## src/rtl/mac_speed_cfg_seq.sv

```systemverilog
// Link-speed configuration sequencer: read-modify-write of the MAC config register
// (PS/FES bits) with read-back verify, bounded retries and a per-access timeout.
module mac_speed_cfg_seq #(
  parameter logic [13:0] P_CFG_ADDR = 14'h0000,
  parameter int unsigned P_PS_BIT   = 15,
  parameter int unsigned P_FES_BIT  = 14,
  parameter int unsigned P_TIMEOUT  = 1023,
  parameter int unsigned P_RETRY    = 2
) (
  input  logic        i_clk,
  input  logic        i_rst_n,
  input  logic [1:0]  i_speed,
  input  logic        i_speed_valid,
  output logic [13:0] o_mac_addr,
  output logic [31:0] o_mac_wr_data,
  output logic        o_mac_rdwn,
  output logic        o_mac_request,
  input  logic        i_mac_done,
  input  logic [31:0] i_mac_rd_data,
  output logic        o_busy,
  output logic        o_cfg_done,
  output logic        o_cfg_err,
  output logic [1:0]  o_cur_speed
);

  localparam int unsigned DATA_W  = 32;
  localparam int unsigned ADDR_W  = 14;
  localparam int unsigned TMO_W   = 16;
  localparam int unsigned RETRY_W = (P_RETRY == 0) ? 1 : $clog2(P_RETRY + 1);

  localparam logic [DATA_W-1:0] MASK     = (DATA_W'(1) << P_PS_BIT) | (DATA_W'(1) << P_FES_BIT);
  localparam logic [TMO_W-1:0]  TMO_LAST = TMO_W'(P_TIMEOUT - 1);
  localparam logic [RETRY_W-1:0] RETRY_MAX = RETRY_W'(P_RETRY);

  typedef enum logic [3:0] {
    S_IDLE,
    S_RD_REQ,
    S_RD_WAIT,
    S_MODIFY,
    S_WR_REQ,
    S_WR_WAIT,
    S_VFY_REQ,
    S_VFY_WAIT,
    S_DONE,
    S_ERR
  } state_e;

  // PS/FES pattern a given speed code must leave in the register
  function automatic logic [DATA_W-1:0] target_bits(input logic [1:0] spd);
    logic [DATA_W-1:0] t;
    t = '0;
    case (spd)
      2'b00:   t[P_PS_BIT] = 1'b1;
      2'b01: begin
        t[P_PS_BIT]  = 1'b1;
        t[P_FES_BIT] = 1'b1;
      end
      default: t = '0;
    endcase
    return t;
  endfunction

  state_e              state_q, state_d;
  logic [1:0]          speed_q, speed_d;
  logic                pend_q, pend_d;
  logic [1:0]          pend_speed_q, pend_speed_d;
  logic [RETRY_W-1:0]  retry_q, retry_d;
  logic [TMO_W-1:0]    tmo_q, tmo_d;
  logic [DATA_W-1:0]   rd_q, rd_d;
  logic [ADDR_W-1:0]   addr_q, addr_d;
  logic [DATA_W-1:0]   wr_data_q, wr_data_d;
  logic                rdwn_q, rdwn_d;
  logic                req_q, req_d;
  logic                busy_q, busy_d;
  logic                cfg_done_q, cfg_done_d;
  logic                cfg_err_q, cfg_err_d;
  logic [1:0]          cur_speed_q, cur_speed_d;

  logic [DATA_W-1:0]   tgt;
  logic [DATA_W-1:0]   new_val;
  logic [1:0]          sel_speed;
  logic                tmo_hit;
  logic                fin_ok;
  logic                fin_err;

  always_ff @(posedge i_clk) begin
    if (!i_rst_n) begin
      state_q      <= S_IDLE;
      speed_q      <= 2'b10;
      pend_q       <= 1'b0;
      pend_speed_q <= 2'b00;
      retry_q      <= '0;
      tmo_q        <= '0;
      rd_q         <= '0;
      addr_q       <= '0;
      wr_data_q    <= '0;
      rdwn_q       <= 1'b1;
      req_q        <= 1'b0;
      busy_q       <= 1'b0;
      cfg_done_q   <= 1'b0;
      cfg_err_q    <= 1'b0;
      cur_speed_q  <= 2'b10;
    end else begin
      state_q      <= state_d;
      speed_q      <= speed_d;
      pend_q       <= pend_d;
      pend_speed_q <= pend_speed_d;
      retry_q      <= retry_d;
      tmo_q        <= tmo_d;
      rd_q         <= rd_d;
      addr_q       <= addr_d;
      wr_data_q    <= wr_data_d;
      rdwn_q       <= rdwn_d;
      req_q        <= req_d;
      busy_q       <= busy_d;
      cfg_done_q   <= cfg_done_d;
      cfg_err_q    <= cfg_err_d;
      cur_speed_q  <= cur_speed_d;
    end
  end

  // Status pulses are set on the transition so they coincide with the DONE/ERR state
  always_comb begin
    state_d      = state_q;
    speed_d      = speed_q;
    pend_d       = pend_q;
    pend_speed_d = pend_speed_q;
    retry_d      = retry_q;
    tmo_d        = tmo_q;
    rd_d         = rd_q;
    addr_d       = addr_q;
    wr_data_d    = wr_data_q;
    rdwn_d       = rdwn_q;
    req_d        = 1'b0;
    busy_d       = busy_q;
    cfg_done_d   = 1'b0;
    cfg_err_d    = 1'b0;
    cur_speed_d  = cur_speed_q;
    fin_ok       = 1'b0;
    fin_err      = 1'b0;

    tgt       = target_bits(speed_q);
    new_val   = (rd_q & ~MASK) | tgt;
    sel_speed = i_speed_valid ? i_speed : pend_speed_q;
    tmo_hit   = (tmo_q == TMO_LAST);

    if (i_speed_valid && (state_q != S_IDLE)) begin
      pend_d       = 1'b1;
      pend_speed_d = i_speed;
    end

    case (state_q)
      S_IDLE: begin
        if (i_speed_valid || pend_q) begin
          pend_d  = 1'b0;
          speed_d = sel_speed;
          if (sel_speed == 2'b11) begin
            cfg_err_d = 1'b1;
          end else begin
            state_d = S_RD_REQ;
            busy_d  = 1'b1;
          end
        end
      end
      S_RD_REQ: begin
        addr_d  = P_CFG_ADDR;
        rdwn_d  = 1'b1;
        req_d   = 1'b1;
        tmo_d   = '0;
        state_d = S_RD_WAIT;
      end
      S_RD_WAIT: begin
        if (i_mac_done) begin
          rd_d    = i_mac_rd_data;
          state_d = S_MODIFY;
        end else if (tmo_hit) begin
          fin_err = 1'b1;
        end else begin
          tmo_d = tmo_q + TMO_W'(1);
        end
      end
      S_MODIFY: begin
        if ((rd_q & MASK) == tgt) begin
          fin_ok = 1'b1;
        end else begin
          state_d = S_WR_REQ;
        end
      end
      S_WR_REQ: begin
        rdwn_d    = 1'b0;
        wr_data_d = new_val;
        req_d     = 1'b1;
        tmo_d     = '0;
        state_d   = S_WR_WAIT;
      end
      S_WR_WAIT: begin
        if (i_mac_done) begin
          state_d = S_VFY_REQ;
        end else if (tmo_hit) begin
          fin_err = 1'b1;
        end else begin
          tmo_d = tmo_q + TMO_W'(1);
        end
      end
      S_VFY_REQ: begin
        rdwn_d  = 1'b1;
        req_d   = 1'b1;
        tmo_d   = '0;
        state_d = S_VFY_WAIT;
      end
      S_VFY_WAIT: begin
        if (i_mac_done) begin
          if ((i_mac_rd_data & MASK) == tgt) begin
            fin_ok = 1'b1;
          end else if (retry_q < RETRY_MAX) begin
            retry_d = retry_q + RETRY_W'(1);
            state_d = S_WR_REQ;
          end else begin
            fin_err = 1'b1;
          end
        end else if (tmo_hit) begin
          fin_err = 1'b1;
        end else begin
          tmo_d = tmo_q + TMO_W'(1);
        end
      end
      S_DONE:  state_d = S_IDLE;
      S_ERR:   state_d = S_IDLE;
      default: state_d = S_IDLE;
    endcase

    if (fin_ok) begin
      state_d     = S_DONE;
      cfg_done_d  = 1'b1;
      busy_d      = 1'b0;
      retry_d     = '0;
      cur_speed_d = speed_q;
    end
    if (fin_err) begin
      state_d   = S_ERR;
      cfg_err_d = 1'b1;
      busy_d    = 1'b0;
      retry_d   = '0;
    end
  end

  assign o_mac_addr    = addr_q;
  assign o_mac_wr_data = wr_data_q;
  assign o_mac_rdwn    = rdwn_q;
  assign o_mac_request = req_q;
  assign o_busy        = busy_q;
  assign o_cfg_done    = cfg_done_q;
  assign o_cfg_err     = cfg_err_q;
  assign o_cur_speed   = cur_speed_q;

endmodule

```

## config.mk

```make
export PLATFORM = sky130hd
export DESIGN_NAME = mac_speed_cfg_seq
export DESIGN_NICKNAME = d
export VERILOG_FILES = /design/src/rtl/mac_speed_cfg_seq.sv
export SDC_FILE = /design/constraint.sdc
export NUM_CORES = 1
export LEC_CHECK = 0
export BUFFER_PORTS_ARGS = -buffer_cell sky130_fd_sc_hd__buf_2
export CORE_ASPECT_RATIO = 0.5
export CORE_MARGIN = 2
export CORE_UTILIZATION = 54
export DETAILED_ROUTE_END_ITERATION = 16
export PLACE_DENSITY = 0.8
export SETUP_SLACK_MARGIN = 0.02
export SYNTH_ARGS = -nofsm -noshare
export SYNTH_HDL_FRONTEND = slang
export SYNTH_SLANG_ARGS = --single-unit
```

## constraint.sdc

```tcl
create_clock -name i_clk -period 2.3 [get_ports i_clk]
set_input_delay 0.23 -clock i_clk [delete_from_list [all_inputs] [get_ports i_clk]]
set_output_delay 0.23 -clock i_clk [all_outputs]
set_load 0.02 [all_outputs]
```

==> parameters.txt <==
Parameter                              Value

Status
  Result of the run    finished, final reports clean

Clock tree
  TritonCTS clock tree    done
  Buffers from clock root to sink, at most    2
  Postcts setup bufs    0
  Clock insertion delay at the later pin of the skew report    0.34 ns
  H-Tree Depth    3
  CTS root buf    sky130_fd_sc_hd__clkbuf_16
  Total number of clock tree sinks    between 90 and 100
  Post-cts hold buffer count    0
  TritonCTS buffer count    9
  CTS clk-pin slew, worst paths    about 0.06 ns
  Number of gates resized after cts    0

Die
  Initial core utilization    55.37%
  Die H    approximately 65 µm
  Core region area    about 7300 µm²
  Overall die area    a little over 8000 µm²
  Die width    approximately 130 µm
  Row count    22
  I/O Pins    91

Yosys
  Register bit count reported by yosys    98
  Post-synth ARST share    0%
  Distinct cell type count after synthesis    between 40 and 50
  Average footprint of a synthesized cell    about 7.9 µm²
  Most common flop cell mapped by yosys    sky130_fd_sc_hd__dfxtp_1
  Number of instances in the synthesized netlist    ~510
  Share of the yosys chip area belonging to registers    roughly half
  Synth Warn #    0
  Synthesized area    a little over 4000 µm²
  Number of enable-type register cells in the synthesized netlist    0

STA
  Layout Skew    around 0.0047 ns
  Worst hold slack    between 0.1 and 0.15 ns
  RSZ-0062 raised after global routing    false
  Shortest clock period the worst path allows after layout    between 2 and 2.5 ns
  Period utilisation layout    ~94%
  Max-slew violation total from the final report    0
  Count of endpoints failing setup in the final report    0
  Worst setup margin    0.1376 ns
  Relative slew margins    approximately 63%
  Setup TNS Final    0 ns
  Worst slew pin tran    ~0.56 ns
  Timing-limited maximum frequency    roughly 460 MHz
  Hold Violations, Final    0

Worst setup path
  Number of cell instances on the worst register-to-register path    6
  Worst-path fanout max    20
  Req. time, crit path    roughly 2.6 ns
  R2R Setup Slk    0.14 ns
  Reg2reg end    tmo_q[14]
  Cell chain of the critical path    or3b_4 > a211oi_4 > a21oi_2 > buf_12 > or3_1 > a21oi_1
  Dominant delay contributor by cell family on the critical path    simple AND/OR/NAND/NOR gates
  Type of destination of the critical path    flop
  Worst Path Buf+Inv    1
  Startpoint of the lowest-slack register-to-register path    state_q[1]
  Crit path kind    flop to flop
  Slowest cell on the critical path    sky130_fd_sc_hd__dfxtp_1
  Signal arrival time at the worst endpoint    ~2.4 ns
  Startpoint Class    flop
  Biggest cell delay along the critical path    0.48 ns

Finish
  Layout fillers    about 640
  Final Util    around 66%
  Most frequent standard cell in the layout excluding fill and tap cells    sky130_fd_sc_hd__nand2_1
  Diodes inserted    0
  P&R area growth vs syn    18.46%
  Share of layout cells above drive strength 1    between 10% and 20%
  Final Net Count    617
  Top library cells by usage in the layout, fill and taps aside    147 x sky130_fd_sc_hd__nand2_1, 98 x sky130_fd_sc_hd__dfxtp_1, 87 x sky130_fd_sc_hd__a21oi_1

Routing
  DR vias    3,586
  Vias per inst    between 5 and 6
  Final antenna-violating net count    0
  Detailed-router iteration count before antenna repair    4
  DRC violation count after routing    0
  Initial DRC Count    between 200 and 250
  Final wirelength    between 8000 and 9000 µm
  Routed length per instance    approximately 13 µm

Placed design
  Setup slack after placement    between 0.2 and 0.25 ns
  Final Wtd Congestion    between 0.8 and 0.9
  Total of buffers placed on input and output ports    76
  HPWL after DPL    about 5600 µm

GRT
  First-pass GRT wire length    14,590 µm
  Maximum number of pins on one net before global-route repair    60
  Overall fraction of global-route tracks in use    between 20 and 25%
  Met2 Resource Use GR    38.71%
  Met1 usage in global routing    about a quarter
  Vias in the first global route    roughly 3,300
  Global route total overflow    0
  Met3 usage    under 10%
  Initial antenna violation count    0
  Busiest layer in global routing    met2

Worst hold path
  Capture endpoint of the worst hold path    rd_q[26]
  Startpoint of the most critical hold path    i_mac_rd_data[26]
  Path category of the worst min-delay check    primary input to flop
  Number of instances on the worst hold path    3

Pwr
  Power density over the cells    949.7 nW/µm²
  Worst vdd ir    0.4900 mV
  Static Leakage    about 0.0018 µW

Flow run
  Maximum capacitance violations    0
==> worst min-delay path: stages <==
cell and delay, ns:
sky130_fd_sc_hd__buf_2 0.09, sky130_fd_sc_hd__nand2_1 0.04, sky130_fd_sc_hd__a21oi_1 0.05
==> area by class of cell <==
type	instances	area [µm²]	share of cell area, %
clock buffer	12	256.5	5.361
clock inverter	4	73.82	1.543
inverter	5	18.77	0.3923
multi-input combinational	376	1866	38.99
sequential	98	1962	41.00
tap	96	120.1	2.510
timing repair buffer	87	488.0	10.20
==> cell families (layout without fill, tap and decap cells) <==
group	after synthesis	count (layout)	share of synthesized area (%)
AND/OR/NAND/NOR	230	230	25.62
AO/OA/AOI/OAI	123	123	17.01
flip-flops	98	98	48.57
buffers and inverters	50	108	6.444
XOR/XNOR	4	4	0.8676
multiplexers	3	3	0.7745
adder cells (fa/ha/maj)	2	2	0.6195
other	1	14	0.09285
==> cell usage after synthesis, types with 3 or more instances <==
cell / count / area share [%]
sky130_fd_sc_hd__nand2_1: 147 / 14
sky130_fd_sc_hd__dfxtp_1: 98 / 49
sky130_fd_sc_hd__a21oi_1: 87 / 11
sky130_fd_sc_hd__clkbuf_1: 27 / 2.5
sky130_fd_sc_hd__nor2_1: 17 / 1.6
sky130_fd_sc_hd__buf_4: 15 / 2.8
sky130_fd_sc_hd__o21ai_0: 15 / 1.9
sky130_fd_sc_hd__nand3_1: 13 / 1.6
sky130_fd_sc_hd__or3_1: 11 / 1.7
sky130_fd_sc_hd__nand2b_1: 6 / 0.93
sky130_fd_sc_hd__nand4_1: 6 / 0.93
sky130_fd_sc_hd__and3_1: 5 / 0.77
sky130_fd_sc_hd__inv_1: 5 / 0.46
sky130_fd_sc_hd__and2_1: 4 / 0.62
sky130_fd_sc_hd__nor2b_1: 4 / 0.62
sky130_fd_sc_hd__o31ai_1: 4 / 0.74
sky130_fd_sc_hd__or4_1: 4 / 0.74
sky130_fd_sc_hd__and4_1: 3 / 0.65
sky130_fd_sc_hd__nor3_1: 3 / 0.37
sky130_fd_sc_hd__xor2_1: 3 / 0.65
==> state kept, by name, summed over array words and instances, names as in the netlist <==
name,cells
o_cfg_done,1
o_mac_wr_data,32
tmo_q,16
retry_q,2
o_busy,1
o_cfg_err,1
speed_q,2
o_mac_rdwn,1
rd_q,32
pend_q,1
o_cur_speed,2
pend_speed_q,2
o_mac_request,1
state_q,4
==> worst max-delay path by stage <==
| stage | start | endpoint | slack [ns] | cells after the start |
|---|---|---|---|---|
| detailed placement | state_q[1] | tmo_q[14] | 0.20 | 6 |
| finish | state_q[1] | tmo_q[14] | 0.14 | 6 |
| global route | tmo_q[1] | tmo_q[6] | 0.03 | 7 |
| floorplan | state_q[2] | tmo_q[11] | 0.26 | 7 |
| CTS | state_q[1] | tmo_q[14] | 0.17 | 6 |
| global placement | state_q[1] | tmo_q[11] | 0.30 | 5 |
==> routing by layer <==
layer  wire (µm)  share of wire, %  up-vias
li1            -                 -     1831
met1        3878                45     1644
met2        4121                48      102
met3         601               6.9        9
met4          65              0.75        0
met5           0                 0        -
==> report_power, final <==
part	internal, µW	switching (µW)
clock network	1010	615
logic	378	616
registers	1820	97.9
total	3210	1330
==> stage by stage <==
stage / power (µW) / instance area, µm² / cells
finish: 4544 / 4785 / 678
CTS: 4568 / 4785 / 678
detailed placement: 2950 / 4454 / 662
floorplan: 2700 / 4088 / 524
global placement: 2919 / 4454 / 662
global route: 4781 / 4785 / 678
(Power assumes the default switching activity.)
